===== src/rtl/integration_scheduler_pkg.sv =====
// Shared types and constants for the integration scheduler and its frame streamer.
package integration_scheduler_pkg;

  typedef enum logic [1:0] {IDLE, INTEGRATE, CLEAR} integ_state_t;
  typedef enum logic [1:0] {S_IDLE, S_HEADER, S_DATA} strm_state_t;

  // Header word layout: frame count in the LSBs, drop count above it, zero pad on top.
  localparam int FC_LSB   = 0;
  localparam int FC_W     = 16;
  localparam int DROP_LSB = 16;
  localparam int DROP_W   = 8;

  localparam logic [DROP_W-1:0] DROP_MAX = 8'd255;

  function automatic logic [DROP_W-1:0] sat_inc(input logic [DROP_W-1:0] v);
    return (v == DROP_MAX) ? v : v + 1'b1;
  endfunction

endpackage


===== src/rtl/integration_scheduler_if.sv =====
// Valid/ready word stream from the scheduler to the packetiser/UART path.
interface integration_scheduler_if #(
  parameter int RESOLUTION = 24
);
  logic [RESOLUTION-1:0] out_data;
  logic                  out_valid;
  logic                  out_ready;
  logic                  out_last;

  modport master (output out_data, output out_valid, output out_last, input out_ready);
  modport slave  (input out_data, input out_valid, input out_last, output out_ready);
endinterface


===== src/rtl/integration_scheduler_frame_streamer.sv =====
// Holds the snapshot shadow and streams header + payload words with valid/ready.
module frame_streamer
  import integration_scheduler_pkg::*;
#(
  parameter int RESOLUTION = 24,
  parameter int NUM_WORDS  = 16
) (
  input  logic                            clk,
  input  logic                            reset,
  input  logic                            i_start,
  input  logic [NUM_WORDS*RESOLUTION-1:0] i_payload,
  input  logic [DROP_W-1:0]               i_dropped,
  output logic                            o_busy,
  output logic [FC_W-1:0]                 o_frame_count,
  integration_scheduler_if.master         strm
);

  localparam int IDX_W = (NUM_WORDS > 1) ? $clog2(NUM_WORDS) : 1;
  localparam logic [IDX_W-1:0] LAST_IDX = IDX_W'(NUM_WORDS - 1);

  strm_state_t                          r_state;
  logic [NUM_WORDS-1:0][RESOLUTION-1:0] r_shadow;
  logic [IDX_W-1:0]                     r_idx;
  logic [FC_W-1:0]                      r_fc;
  logic                                 r_valid;
  logic                                 r_last;
  logic [RESOLUTION-1:0]                r_data;
  logic [RESOLUTION-1:0]                w_hdr;
  logic [IDX_W-1:0]                     w_idx_nxt;
  logic                                 w_fire;

  assign w_fire    = r_valid & strm.out_ready;
  assign w_idx_nxt = r_idx + 1'b1;

  always_comb begin
    w_hdr = '0;
    w_hdr[FC_LSB +: FC_W]     = r_fc;
    w_hdr[DROP_LSB +: DROP_W] = i_dropped;
  end

  // Data/last are only reloaded on a handshake, so they hold while the sink stalls.
  always_ff @(posedge clk) begin
    if (!reset) begin
      r_state  <= S_IDLE;
      r_shadow <= '0;
      r_idx    <= '0;
      r_fc     <= '0;
      r_valid  <= 1'b0;
      r_last   <= 1'b0;
      r_data   <= '0;
    end else begin
      case (r_state)
        S_IDLE: begin
          if (i_start) begin
            r_shadow <= i_payload;
            r_state  <= S_HEADER;
            r_valid  <= 1'b1;
            r_data   <= w_hdr;
            r_last   <= 1'b0;
          end
        end
        S_HEADER: begin
          if (w_fire) begin
            r_state <= S_DATA;
            r_idx   <= '0;
            r_data  <= r_shadow[0];
            r_last  <= (NUM_WORDS == 1);
          end
        end
        S_DATA: begin
          if (w_fire) begin
            if (r_idx == LAST_IDX) begin
              r_state <= S_IDLE;
              r_valid <= 1'b0;
              r_last  <= 1'b0;
              r_fc    <= r_fc + 1'b1;
            end else begin
              r_idx  <= w_idx_nxt;
              r_data <= r_shadow[w_idx_nxt];
              r_last <= (w_idx_nxt == LAST_IDX);
            end
          end
        end
        default: r_state <= S_IDLE;
      endcase
    end
  end

  assign o_busy        = (r_state != S_IDLE);
  assign o_frame_count = r_fc;
  assign strm.out_valid = r_valid;
  assign strm.out_data  = r_data;
  assign strm.out_last  = r_last;

endmodule


===== src/rtl/integration_scheduler.sv =====
// Integration window sequencer: counts the window, clears the accumulators and hands snapshots to the streamer.
module integration_scheduler
  import integration_scheduler_pkg::*;
#(
  parameter int RESOLUTION = 24,
  parameter int NUM_WORDS  = 16,
  parameter int CNT_WIDTH  = 32
) (
  input  logic                            clk,
  input  logic                            reset,
  input  logic                            enable,
  input  logic [CNT_WIDTH-1:0]            integration_cycles,
  input  logic [NUM_WORDS*RESOLUTION-1:0] payload_in,
  output logic                            acc_clear,
  integration_scheduler_if.master         strm,
  output logic                            busy,
  output logic [FC_W-1:0]                 frame_count,
  output logic [DROP_W-1:0]               dropped
);

  integ_state_t         r_state;
  logic [CNT_WIDTH-1:0] r_len;
  logic [CNT_WIDTH-1:0] r_cnt;
  logic                 r_acc_clear;
  logic [DROP_W-1:0]    r_dropped;
  logic [CNT_WIDTH-1:0] w_len_in;
  logic                 w_win_end;
  logic                 w_start;
  logic                 w_busy;

  // A zero-length window would never terminate, so it runs as one cycle.
  assign w_len_in  = (integration_cycles == '0) ? CNT_WIDTH'(1) : integration_cycles;
  assign w_win_end = (r_state == INTEGRATE) && enable && (r_cnt == r_len - 1'b1);
  assign w_start   = w_win_end && !w_busy;

  always_ff @(posedge clk) begin
    if (!reset) begin
      r_state     <= IDLE;
      r_len       <= '0;
      r_cnt       <= '0;
      r_acc_clear <= 1'b1;
      r_dropped   <= '0;
    end else begin
      case (r_state)
        IDLE: begin
          r_acc_clear <= 1'b1;
          if (enable) begin
            r_len       <= w_len_in;
            r_cnt       <= '0;
            r_state     <= INTEGRATE;
            r_acc_clear <= 1'b0;
          end
        end
        INTEGRATE: begin
          r_cnt <= r_cnt + 1'b1;
          if (!enable) begin
            r_state     <= IDLE;
            r_acc_clear <= 1'b1;
          end else if (w_win_end) begin
            r_state     <= CLEAR;
            r_acc_clear <= 1'b1;
            if (w_busy) r_dropped <= sat_inc(r_dropped);
          end
        end
        CLEAR: begin
          if (enable) begin
            r_len       <= w_len_in;
            r_cnt       <= '0;
            r_state     <= INTEGRATE;
            r_acc_clear <= 1'b0;
          end else begin
            r_state <= IDLE;
          end
        end
        default: begin
          r_state     <= IDLE;
          r_acc_clear <= 1'b1;
        end
      endcase
    end
  end

  frame_streamer #(
    .RESOLUTION (RESOLUTION),
    .NUM_WORDS  (NUM_WORDS)
  ) u_streamer (
    .clk           (clk),
    .reset         (reset),
    .i_start       (w_start),
    .i_payload     (payload_in),
    .i_dropped     (r_dropped),
    .o_busy        (w_busy),
    .o_frame_count (frame_count),
    .strm          (strm)
  );

  assign acc_clear = r_acc_clear;
  assign busy      = w_busy;
  assign dropped   = r_dropped;

endmodule


===== src/flat_wrapper.sv =====
// flat-port wrapper written by rule: the top's interface ports become plain ports
module integration_scheduler_flat import integration_scheduler_pkg::*;
#(
  parameter int RESOLUTION = 24,
  parameter int NUM_WORDS  = 16,
  parameter int CNT_WIDTH  = 32
)
  (clk, reset, enable, integration_cycles, payload_in, acc_clear, busy, frame_count, dropped, strm_out_data, strm_out_valid, strm_out_last, strm_out_ready);
  integration_scheduler_if #(.RESOLUTION(RESOLUTION)) strm_i ();
  input  logic clk;
  input  logic reset;
  input  logic enable;
  input  logic [CNT_WIDTH-1:0] integration_cycles;
  input  logic [NUM_WORDS*RESOLUTION-1:0] payload_in;
  output logic acc_clear;
  output logic busy;
  output logic [FC_W-1:0] frame_count;
  output logic [DROP_W-1:0] dropped;
  output wire logic [$bits(strm_i.out_data)-1:0] strm_out_data;
  output wire logic [$bits(strm_i.out_valid)-1:0] strm_out_valid;
  output wire logic [$bits(strm_i.out_last)-1:0] strm_out_last;
  input wire logic [$bits(strm_i.out_ready)-1:0] strm_out_ready;
  assign strm_out_data = strm_i.out_data;
  assign strm_out_valid = strm_i.out_valid;
  assign strm_out_last = strm_i.out_last;
  assign strm_i.out_ready = strm_out_ready;
  integration_scheduler #(.RESOLUTION(RESOLUTION), .NUM_WORDS(NUM_WORDS), .CNT_WIDTH(CNT_WIDTH)) u_core (.clk(clk), .reset(reset), .enable(enable), .integration_cycles(integration_cycles), .payload_in(payload_in), .acc_clear(acc_clear), .strm(strm_i), .busy(busy), .frame_count(frame_count), .dropped(dropped));
endmodule

===== config.mk =====
export PLATFORM = sky130hd
export DESIGN_NAME = integration_scheduler_flat
export DESIGN_NICKNAME = d
export VERILOG_FILES = /design/src/rtl/integration_scheduler_pkg.sv /design/src/rtl/integration_scheduler_if.sv /design/src/rtl/integration_scheduler_frame_streamer.sv /design/src/rtl/integration_scheduler.sv /design/src/flat_wrapper.sv
export SDC_FILE = /design/constraint.sdc
export NUM_CORES = 1
export LEC_CHECK = 0
export CAP_MARGIN = 40
export CORE_MARGIN = 2
export CORE_UTILIZATION = 54
export CTS_BUF_LIST = sky130_fd_sc_hd__clkbuf_2 sky130_fd_sc_hd__clkbuf_4 sky130_fd_sc_hd__clkbuf_8
export DETAILED_ROUTE_END_ITERATION = 8
export GPL_TIMING_DRIVEN = 0
export PLACE_DENSITY = 0.83
export SLEW_MARGIN = 20
export SYNTH_ARGS = -nofsm -noshare
export SYNTH_HDL_FRONTEND = slang
export SYNTH_SLANG_ARGS = --single-unit

===== constraint.sdc =====
create_clock -name clk -period 4.87 [get_ports clk]
set_clock_uncertainty 0.1 [all_clocks]
set_input_delay 0.974 -clock clk [delete_from_list [all_inputs] [get_ports clk]]
set_output_delay 0.974 -clock clk [all_outputs]
set_load 0.01 [all_outputs]

* Yosys cells after proc, flatten, opt, wreduce, memory -nomap -nowiden
Cells that the tools add are included.
** Word-level totals
- Bits in registers :: 507
- Output and inout bits :: 52
- Logic and storage cells :: 115
** Cells by class
- Add/subtract/negate cells :: 5
- $lt $le $gt $ge :: 1
- Equal/unequal tests :: 17
- Muxes and demuxes :: 38
- Bitwise operators :: 2
- Reduce and logical (&&, ||, !) cells :: 25
** Operators by type and width (number)
- $mux W24 :: 5
- $bmux W24 S4 :: 1
- $pmux W24 S3 :: 1
- $mux W32 :: 2
- $pmux W32 S2 :: 1
- $add A32 B1 Y32 const B :: 1
- $eq A32 B32 Y1 :: 1
- $logic_not A32 Y1 :: 1
- $sub A32 B1 Y32 const B :: 1
- $add A16 B1 Y16 const B :: 1
- $reduce_and A4 Y1 :: 4
- $mux W2 :: 7
- $ne A2 B2 Y1 const B :: 7
- $mux W1 :: 12
- $mux W4 :: 3
- $pmux W2 S3 :: 2
- $reduce_and A2 Y1 :: 5
- $reduce_and A5 Y1 :: 2
- $add A8 B1 Y8 const B :: 1
- $eq A4 B4 Y1 const B :: 2
- $eq A8 B8 Y1 const B :: 1
- $pmux W4 S2 :: 1
- $reduce_bool A2 Y1 :: 4
- $pmux W1 S3 :: 2
- other kinds (15) :: 20

* Depth between registers and ports, before layout
- Depth after elaboration :: 6
- Mapped depth :: 14

* Modules after synthesis
From an unflattened synthesis, not the netlist that was laid out.
** Unflattened totals
- Cell total of the unflattened synthesis :: 3001
- Area total of the unflattened synthesis :: 24370.9 µm²
** By module, submodules not included
- frame_streamer :: times used 1, cells each 2413, area an instance 19930.4 µm², sequential area each 8648.3 µm²
- integration_scheduler :: times used 1, cells each 588, area an instance 4440.5 µm², sequential area each 1501.4 µm²

* Worst setup path before layout
OpenSTA, ideal clock, no wires.
- Path type :: register -> register
- Start :: reg u_core.r_len[0]
- End :: reg u_core.r_dropped[0] (netlist: u_core.dropped[0])
- Data arrival time :: 3.244 ns
- Data required time :: 4.700 ns
- Slack :: 1.455 ns
- Cell stages (with the launch flop) :: 14
- Buffers on the path :: 3
- Period minus slack after synthesis :: 3.415 ns
- Cells stage by stage :: dfxtp_1 -> inv_1 -> ha_1 -> nor3b_1 -> nand2_2 -> or4_1 -> a22oi_1 -> nand4b_1 -> or4_1 -> buf_2 -> buf_6 -> buf_6 -> or3_1 -> a21oi_1
** Between the ends
- Longest elaborated chain between the ends :: 4
** RTL lines
- from (decl) :: line integration_scheduler.sv:22 : logic [CNT_WIDTH-1:0] r_len;
- from (signal assigned) :: line integration_scheduler.sv:48 : r_len <= w_len_in;
- from (signal assigned) :: line integration_scheduler.sv:67 : r_len <= w_len_in;
- $sub A32 B1 Y32 :: line integration_scheduler.sv:33 : assign w_win_end = (r_state == INTEGRATE) && enable && (r_cnt == r_len - 1'b1);
- $eq A32 B32 Y1 :: line integration_scheduler.sv:33
- $logic_and A1 B1 Y1 :: line integration_scheduler.sv:33
- $reduce_and A5 Y1 (no source line)
- to (signal assigned) :: line integration_scheduler.sv:62 : if (w_busy) r_dropped <= sat_inc(r_dropped);
- to (decl) :: line integration_scheduler.sv:25 : logic [DROP_W-1:0] r_dropped;
Every way passes these cells.
A chain may end at the register's enable or synchronous reset.

* Final worst setup path
- Start :: reg u_core.u_streamer.r_idx[0]
- End :: reg u_core.u_streamer.r_data[14] (netlist: u_core.u_streamer.strm.out_data[14])
** Between the ends
- Longest elaborated chain between the ends :: 6
- Elaborated cells on any way between the ends :: 9
- Those cells by class :: add/sub (1); eq/ne (2); mux (5); reduce/logical (1)
** RTL lines
- from (decl) :: line integration_scheduler_frame_streamer.sv:23 : logic [IDX_W-1:0] r_idx;
- from (signal assigned) :: line integration_scheduler_frame_streamer.sv:78 : r_idx <= w_idx_nxt;
- $add A4 B1 Y4 :: line integration_scheduler_frame_streamer.sv:33 : assign w_idx_nxt = r_idx + 1'b1;
- $bmux W24 S4 :: line integration_scheduler_frame_streamer.sv:79 : r_data <= r_shadow[w_idx_nxt];
- $mux W24 (implied by the code) :: line integration_scheduler_frame_streamer.sv:79
- $mux W24 :: line integration_scheduler_frame_streamer.sv:72 : if (r_idx == LAST_IDX) begin
- $mux W24 :: line integration_scheduler_frame_streamer.sv:71 : if (w_fire) begin
- $pmux W24 S3 :: line integration_scheduler_frame_streamer.sv:52 : case (r_state)
- to (signal assigned) :: line integration_scheduler_frame_streamer.sv:58 : r_data <= w_hdr;
- to (signal assigned) :: line integration_scheduler_frame_streamer.sv:66 : r_data <= r_shadow[0];
- to (signal assigned) :: line integration_scheduler_frame_streamer.sv:79
- to (decl) :: line integration_scheduler_frame_streamer.sv:27 : logic [RESOLUTION-1:0] r_data;
Parallel ways exist; a longest one is shown, timed or not. The select of a mux whose other input is x is not followed.

==> flow_summary.toml <==
[status]
status = "finished clean"

[die]
design.portCount = 472
row_count = 77
coreArea_sq_um = 44500
dieArea_sq_um = 47000
start_util = 0.550
die_y_microns = 217
die_w_microns = 217

[timing]
slew_headroom = 0.394
finalHoldViolations = 0
rsz0062_at_grt = "no"
max_freq_mhz = 221
maxSlewViolCount = 0
finalSetupViolCount = 0
period_share = 0.931
tightestPinTransition_ns = 0.909
setup_ws_ns = 0.337
setup_tns_ns = 0
holdWs_ns = 0.371
period_needed_ns = 4.53

[cts]
cts_max_path_buffers = 3
cts_made_buffers = 84
h-tree-depth = 3
clockRootBuffer = "clkbuf_8"
clkTransAtPathRegs_ns = 0.07
cts_sinks = 507
cts_setup_buffers = 0
tritoncts = "built"
insertion_delay_ns = 0.70

[logic_synthesis]
synth_edf_count = 0
synth-compound-area-share = 0.214
synth.avg_cell_area_sq_um = 8.33
yosysWarnings = 0
synth_cells = 2938
syn_area_sq_um = 24500
synth_top_family_by_area = "compound AO/OA/AOI/OAI gates"
synth_adder_area_share = 0.00460
synth_top_area_share = 0.415
synth-simple-area-share = 0.191
synth_common_cells = "dfxtp_1, nand3_1, a21oi_1, o21ai_0, clkbuf_1"
yosysMostFrequentCell = "dfxtp_1"
synth.mux.area_fraction = 0.104
synth_xor_xnor_area_share = 0.0193
synth.distinct_cells = 69
async_flop_share = 0
synth_nets = 3367
ys_top_cells_by_area = "dfxtp_1, nand3_1, a21oi_1, mux4_2, o21ai_0"
synth_top_area_cell = "dfxtp_1"
ys_seq_area_frac = 0.415
ys_seq_elements = 507
synth_ff_type = "dfxtp_1"

[grt]
grt_pass1_vias = 25500
grt_overflow = 0
antenna_found_initial = 7
track_usage = 0.410
grt_pass1_wl_microns = 147000
grt_start_max_net_pins = 12

[critical_path]
worstSetupPathType = "reg2reg"
crit_fanout = 10
cp.arrival_ns = 5.00
end_kind = "register"
rrSetupSlack_ns = 0.34
required_ns = 5.34
start_kind = "register"

[detailed_routing]
drt_iter0_markers = 3400
ant_nets = 0
via_count = 26600
wire_per_inst_microns = 23.9
drc = 0
viasPerCell = 6.37
wirelength_microns = 99700
drt_first_pass_iters = 7

[min_path]
hp-class = "reg2reg"

[placed_design]
gp_congestion = 1.04
dpl.hpwl_microns = 77800
place_inst = 4009
place_ws_ns = -0.379
port_buffers = 471

[layout]
nets = 3939
drive_gt1_frac = 0.0890
syn_to_final_growth_pct = 30.7
final_util = 0.718
final_cells = 4170

[run]
drv_cap = 0

[power]
power_density_nw_per_um2 = 288
ir_worst_vdd_mv = 0.225
leakagePower_uw = 0.0104
[per-stage QoR]
step           total power (uW)  instance area (sq um)
2_1_floorplan              4600                  24500
3_3_place_gp               5100                  29900
3_5_place_dp               5110                  30000
4_1_cts                    9160                  31900
5_1_grt                    9420                  32000
6_report                   9200                  32000
[final cells by class]
type	count	area, sq um
clock inverters	14	139
clock buffers	136	1730
fillers	3496	12500
well taps	592	741
diodes	4	10.0
inverters	17	63.8
multi-input cells	2106	13100
flip-flops and latches	507	10100
plain buffers	308	1210
repair buffers	486	4870
[registers in the layout, summed over array words and instances, names as in the netlist]
| register | count |
|---|---|
| u_core.r_len | 32 |
| u_core.acc_clear | 1 |
| u_core.u_streamer.r_state | 2 |
| u_core.u_streamer.r_idx | 4 |
| u_core.dropped | 8 |
| u_core.r_cnt | 32 |
| u_core.u_streamer.strm.out_last | 1 |
| u_core.u_streamer.r_shadow | 384 |
| u_core.u_streamer.strm.out_valid | 1 |
| u_core.u_streamer.o_frame_count | 16 |
| u_core.r_state | 2 |
| u_core.u_streamer.strm.out_data | 24 |
[logic make-up after synthesis]
| kind of cell | Yosys count |
|---|---|
| compound gates | 968 |
| xor+xnor | 54 |
| fa+ha+maj | 9 |
| buf+inv | 325 |
| flops | 507 |
| mux | 133 |
| simple gates | 942 |
[routing by layer]
layer  track usage  wire length (microns)
met2         0.647                  44400
met3        0.0893                  11600
met5             0                      9
met1         0.521                  37200
met4         0.238                   6590
[what timing repair did]
item | CTS | global route
resized for setup | 4 | 9
endpoints found under the setup margin | 24 | 98
hold buffers | 0 | 0
[power breakdown]
group / leakage, uW / switching (uW) / internal, uW
registers: 0.00409 / 27.8 / 4160
clock network: 0.000988 / 1790 / 2360
logic: 0.00531 / 432 / 425
[worst max-delay path, cell delays in order, from the launching register on]
cell	delay [ns]
dfxtp_1	0.34
clkbuf_2	0.35
clkbuf_2	0.41
inv_1	0.09
ha_1	0.28
clkbuf_1	0.39
clkbuf_2	0.38
clkbuf_1	0.57
mux4_2	0.47
nand2_1	0.10
nand3b_1	0.15
a32oi_1	0.29
nand2_1	0.18
o211ai_1	0.17
mux2i_1	0.10
[worst paths after layout]
kind | start | end | cells past startpoint
worst max-delay path | u_core.u_streamer.r_idx[0] | u_core.u_streamer.strm.out_data[14] | 14
worst min-delay path | u_core.u_streamer.strm.out_data[6] | u_core.u_streamer.strm.out_data[6] | 2
worst max register to register | u_core.u_streamer.r_idx[0] | u_core.u_streamer.strm.out_data[14] | 14
worst min register to register | u_core.u_streamer.strm.out_data[6] | u_core.u_streamer.strm.out_data[6] | 2
[cell usage in the layout, fill, tap and decap left out, types with 16 or more instances in the layout]
master           instances
nor2_1                  73
xnor2_1                 29
o211ai_1                34
a32oi_1                 24
clkbuf_8               114
xor2_1                  25
nor3_1                  18
nand3_1                450
a21oi_1                444
nor4_1                  18
nand4_1                 21
mux2i_1                 30
buf_1                   22
dfxtp_1                507
o21ai_0                398
inv_1                   16
clkbuf_1               260
buf_2                   17
nand3b_1                26
clkbuf_4                23
mux4_2                  96
clkdlybuf4s50_1        471
nand2_1                247
No activity file was read; power rests on OpenSTA's default activity.
